### src/rtl/serial_sub_pkg.sv
// Shared types and constants for the bit-serial subtractor controller.
package serial_sub_pkg;

  // Default operand/result width in bits.
  localparam int unsigned DefaultWidth = 8;

  // Controller states, 2-bit encoding.
  typedef enum logic [1:0] {
    StIdle = 2'b00,
    StRun  = 2'b01,
    StDone = 2'b10
  } state_t;

endpackage

### src/rtl/fullsub_bit.sv
// One-bit full subtractor cell: computes a - b - c.
module fullsub_bit (
  input  logic a_i,
  input  logic b_i,
  input  logic c_i,
  output logic d_o,
  output logic bo_o
);

  // Difference bit and borrow-out of a single bit position.
  always_comb begin
    d_o  = a_i ^ b_i ^ c_i;
    bo_o = (~a_i & b_i) | (~(a_i ^ b_i) & c_i);
  end

endmodule

### src/rtl/serial_sub_ctrl.sv
// Bit-serial subtractor: computes a - b - bin over WIDTH cycles, LSB first, using one
// fullsub_bit cell. Start/done handshake; result and borrow-out held until the next
// result is produced.
// Optional feature: define SERIAL_SUB_OVF_EN to add the signed-overflow output ovf.
module serial_sub_ctrl
  import serial_sub_pkg::*;
#(
  parameter int unsigned WIDTH = DefaultWidth
) (
  input  logic             clk,
  input  logic             rst,
  input  logic             start,
  input  logic [WIDTH-1:0] a,
  input  logic [WIDTH-1:0] b,
  input  logic             bin,
  output logic             ready,
  output logic             busy,
  output logic             done,
  output logic [WIDTH-1:0] diff,
  output logic             bout
`ifdef SERIAL_SUB_OVF_EN
  ,
  output logic             ovf
`endif
);

  localparam int unsigned CNT_W = $clog2(WIDTH + 1);
  localparam logic [CNT_W-1:0] LastBit = CNT_W'(WIDTH - 1);

  state_t           state_q;
  logic [CNT_W-1:0] count_q;
  logic [WIDTH-1:0] a_sh_q;
  logic [WIDTH-1:0] b_sh_q;
  logic [WIDTH-1:0] diff_sh_q;
  logic [WIDTH-1:0] diff_sh_d;
  logic             borrow_q;
  logic             cell_d;
  logic             cell_bo;

`ifdef SERIAL_SUB_OVF_EN
  // Operand sign bits captured at accept; the shift registers lose them during RUN.
  logic a_msb_q;
  logic b_msb_q;
`endif

  fullsub_bit u_cell (
    .a_i  (a_sh_q[0]),
    .b_i  (b_sh_q[0]),
    .c_i  (borrow_q),
    .d_o  (cell_d),
    .bo_o (cell_bo)
  );

  // Difference shift register with this cycle's bit entering at the MSB.
  always_comb begin
    diff_sh_d = {cell_d, diff_sh_q[WIDTH-1:1]};
  end

  // FSM, counter, shift registers, borrow flop and registered handshake/result outputs.
  always_ff @(posedge clk) begin
    if (rst) begin
      state_q   <= StIdle;
      count_q   <= '0;
      a_sh_q    <= '0;
      b_sh_q    <= '0;
      diff_sh_q <= '0;
      borrow_q  <= 1'b0;
      ready     <= 1'b1;
      busy      <= 1'b0;
      done      <= 1'b0;
      diff      <= '0;
      bout      <= 1'b0;
`ifdef SERIAL_SUB_OVF_EN
      a_msb_q   <= 1'b0;
      b_msb_q   <= 1'b0;
      ovf       <= 1'b0;
`endif
    end else begin
      done <= 1'b0;
      unique case (state_q)
        StIdle: begin
          if (start) begin
            a_sh_q   <= a;
            b_sh_q   <= b;
            borrow_q <= bin;
            count_q  <= '0;
            state_q  <= StRun;
            ready    <= 1'b0;
            busy     <= 1'b1;
`ifdef SERIAL_SUB_OVF_EN
            a_msb_q  <= a[WIDTH-1];
            b_msb_q  <= b[WIDTH-1];
`endif
          end
        end
        StRun: begin
          diff_sh_q <= diff_sh_d;
          borrow_q  <= cell_bo;
          a_sh_q    <= {1'b0, a_sh_q[WIDTH-1:1]};
          b_sh_q    <= {1'b0, b_sh_q[WIDTH-1:1]};
          if (count_q == LastBit) begin
            // Last bit: publish the result; the counter stays at its maximum.
            state_q <= StDone;
            busy    <= 1'b0;
            done    <= 1'b1;
            diff    <= diff_sh_d;
            bout    <= cell_bo;
`ifdef SERIAL_SUB_OVF_EN
            ovf     <= (a_msb_q ^ b_msb_q) & (cell_d ^ a_msb_q);
`endif
          end else begin
            count_q <= count_q + CNT_W'(1);
          end
        end
        StDone: begin
          state_q <= StIdle;
          ready   <= 1'b1;
        end
        default: begin
          state_q <= StIdle;
          ready   <= 1'b1;
          busy    <= 1'b0;
        end
      endcase
    end
  end

endmodule

### config.mk
export PLATFORM = sky130hd
export DESIGN_NAME = serial_sub_ctrl
export DESIGN_NICKNAME = d
export VERILOG_FILES = /design/src/rtl/serial_sub_pkg.sv /design/src/rtl/fullsub_bit.sv /design/src/rtl/serial_sub_ctrl.sv
export SDC_FILE = /design/constraint.sdc
export NUM_CORES = 1
export LEC_CHECK = 0
export CAP_MARGIN = 20
export CORE_AREA = 2 2 60 62
export DETAILED_ROUTE_END_ITERATION = 16
export DIE_AREA = 0 0 62 64
export PLACE_DENSITY = 0.78
export SYNTH_ARGS = -nofsm -noshare
export SYNTH_HDL_FRONTEND = slang
export SYNTH_SLANG_ARGS = --single-unit
### constraint.sdc
create_clock -name clk -period 4 [get_ports clk]
set_input_delay 0.4 -clock clk [delete_from_list [all_inputs] [get_ports clk]]
set_output_delay 0.4 -clock clk [all_outputs]
set_load 0.1 [all_outputs]
==> metrics.csv <==
metric,value,unit
slew_headroom,33.7,%
crit_start,bout,
finalSetupViolations,0,
crit_cells,1,
crit_path_start_kind,register,
fin_tns_setup,0,ns
combPwrFrac,14.6,%
wirelength,3540,um
post_drt_wl_per_cell,12.9,um
ys_ff_latch,42,
ys_types,31,
clkPwrFrac,27.8,%
hold_viol_final,0,
cts_tree,yes,
fmaxAchievable,441,MHz
slew_viol_final,0,
reg2reg_to,busy,
yosysSeqAreaShare,48.7,%
syn_area,0.00173,mm^2
cp_slowest_cell,clkdlybuf4s50_1,
hold_path_class,register to register,
crit_arrival,1.87,ns
viasPerCell,5.49,
final_common_cell,nand2_1,
gp_congestion,0.816,
dpl_cell_area,0.00203,mm^2
hold_slack,0.469,ns
drt_first_pass_iters,4,
crit_path_max_fanout,2,
cts.root.buffer_cell,clkbuf_4,
drc_errors,0,
synth_flop_cell,dfxtp_1,
nets,250,
pre_cts_ws,1.89,ns
synth_nets,229,
vdd_drop_max,0.215,mV
critPathKind,register to output pin,
worst-path-buf-inv,1,
cts_max_level,2,
setup_slack,1.73,ns
synth-edff-count,0,
grt_pass1_vias,1363,
diodes,0,
antenna_found_initial,0,
io_pins,32,
power.density,376,mW/mm^2
fin_crit_sh,56.7,%
p_int,0.571,mW
drive_above_1_share,5.68,%
clockBufferDepth,2,
p_seq_share,57.6,%
p_total,0.784,mW
core_area,0.00328,mm^2
cts_setup_buffers,0,
synthArstFlopShare,0,%
outcome,completed,
fin_crit,2.27,ns
die_h,64,um
initial_utilization,52.6,%
insertion_delay,0.36,ns
ys_warn_count,0,
cp.required,3.60,ns
netlist_instances,207,
cts_resized,0,
grt_overflow,0,
die_w,62,um
fin_skew,0.0128,ns
grt_pass1_wl,6070,um
numPortBuffers,31,
syn2layout_area_growth,20.8,%
max_stage_delay,1.14,ns
worst-r2r-cell-count,4,
drtIter0Drc,121,
num_rows,21,
grt_max_degree,30,
switching_share,27.2,%
hpwl,2280,um
dieArea,0.00397,mm^2
mostFrequentLayoutCells,"nand2_1 (43), dfxtp_1 (42), clkdlybuf4s50_1 (31)",
rsz0062_at_grt,false,
p_leak,0.730,nW
r2r_setup_slack,2.13,ns
switchingPower,0.213,mW
design_area,0.00209,mm^2
worst_pin_slew,0.991,ns
vias,1509,
clk_transition_reported_paths,0.12,ns
regToRegStartpoint,state_q[0],
stdcell_count,275,
ant_nets,0,
cts_num_sinks,42,
crit_chain,clkdlybuf4s50_1,
final_util,63.5,%
grt_usage,20.5,%
endpoint,bout,
hold_buffers,0,
placed_cells,267,
cp-end-kind,output pin,
syn_avg_cell_area,8.34,um^2
cap_violations,0,
cts-buffers-inserted,5,
path_delay_family,buffers and inverters,
sequential cells by signal (all words and copies together) (netlist names):
register and count:
a_sh_q 8, b_sh_q 8, borrow_q 1, bout 1, busy 1, count_q 4, diff 8, diff_sh_q 7
done 1, ready 1, state_q 2
per-layer routing:
layer  global-route usage [%]  up-vias  share of wire (%)
li1                         -      768                  -
met1                     27.4      696                 48
met2                     29.9       38                 46
met3                     6.07        7                4.3
met4                     8.78        0                2.2
met5                        0        -                  0
how the worst min path moves through the flow:
stage / startpoint / to / slack [ns] / cells past startpoint
after floorplan: diff_sh_q[1] / diff_sh_q[1] / 0.44 / 2
after global placement: diff_sh_q[1] / diff_sh_q[1] / 0.44 / 2
after CTS: diff_sh_q[5] / diff_sh_q[4] / 0.47 / 2
final: diff_sh_q[3] / diff_sh_q[2] / 0.47 / 2
after detailed placement: diff_sh_q[1] / diff_sh_q[1] / 0.46 / 2
after global routing: diff_sh_q[5] / diff_sh_q[4] / 0.51 / 2
cells in the mapped netlist (all sizes together), types with 2 or more instances:
library cell | number | area, um^2
o211ai | 2 | 15.0
dfxtp | 42 | 841
nor3b | 2 | 15.0
clkbuf | 8 | 30.0
o21bai | 2 | 15.0
nor3 | 2 | 10.0
nor2 | 18 | 67.6
a311oi | 15 | 131
a211oi | 4 | 30.0
nand2 | 43 | 161
inv | 2 | 7.51
nand2b | 2 | 12.5
nand3 | 10 | 50.1
buf | 12 | 63.8
o21ai | 8 | 40.0
a22oi | 2 | 15.0
a21oi | 21 | 105
cells by family (layout without fill, tap and decap cells):
logic type,Yosys count,after routing,share of synthesized area [%]
AOI/OAI and AO/OA,59,59,22.9
adders and majority gates,2,2,1.88
buffers and inverters,22,44,5.87
DFF,42,42,48.7
and+or+nand+nor,82,82,20.7
layout make-up:
class	count	area (um^2)
tap	46	57.6
inverter	2	7.51
sequential	42	841
timing repair buffer	34	333
clock buffer	7	55.1
multi-input combinational	143	787
fill	314	1200
clock inverter	1	5.00
power groups by stage:
stage / sequential (mW) / clock (mW) / combinational [mW]
CTS: 0.452 / 0.225 / 0.115
floorplan: 0.469 / 0 / 0.0710
detailed placement: 0.461 / 0 / 0.115
global placement: 0.460 / 0 / 0.113
finish: 0.452 / 0.218 / 0.114
global route: 0.454 / 0.247 / 0.128
Note: power is estimated with default switching activity, not from simulation.
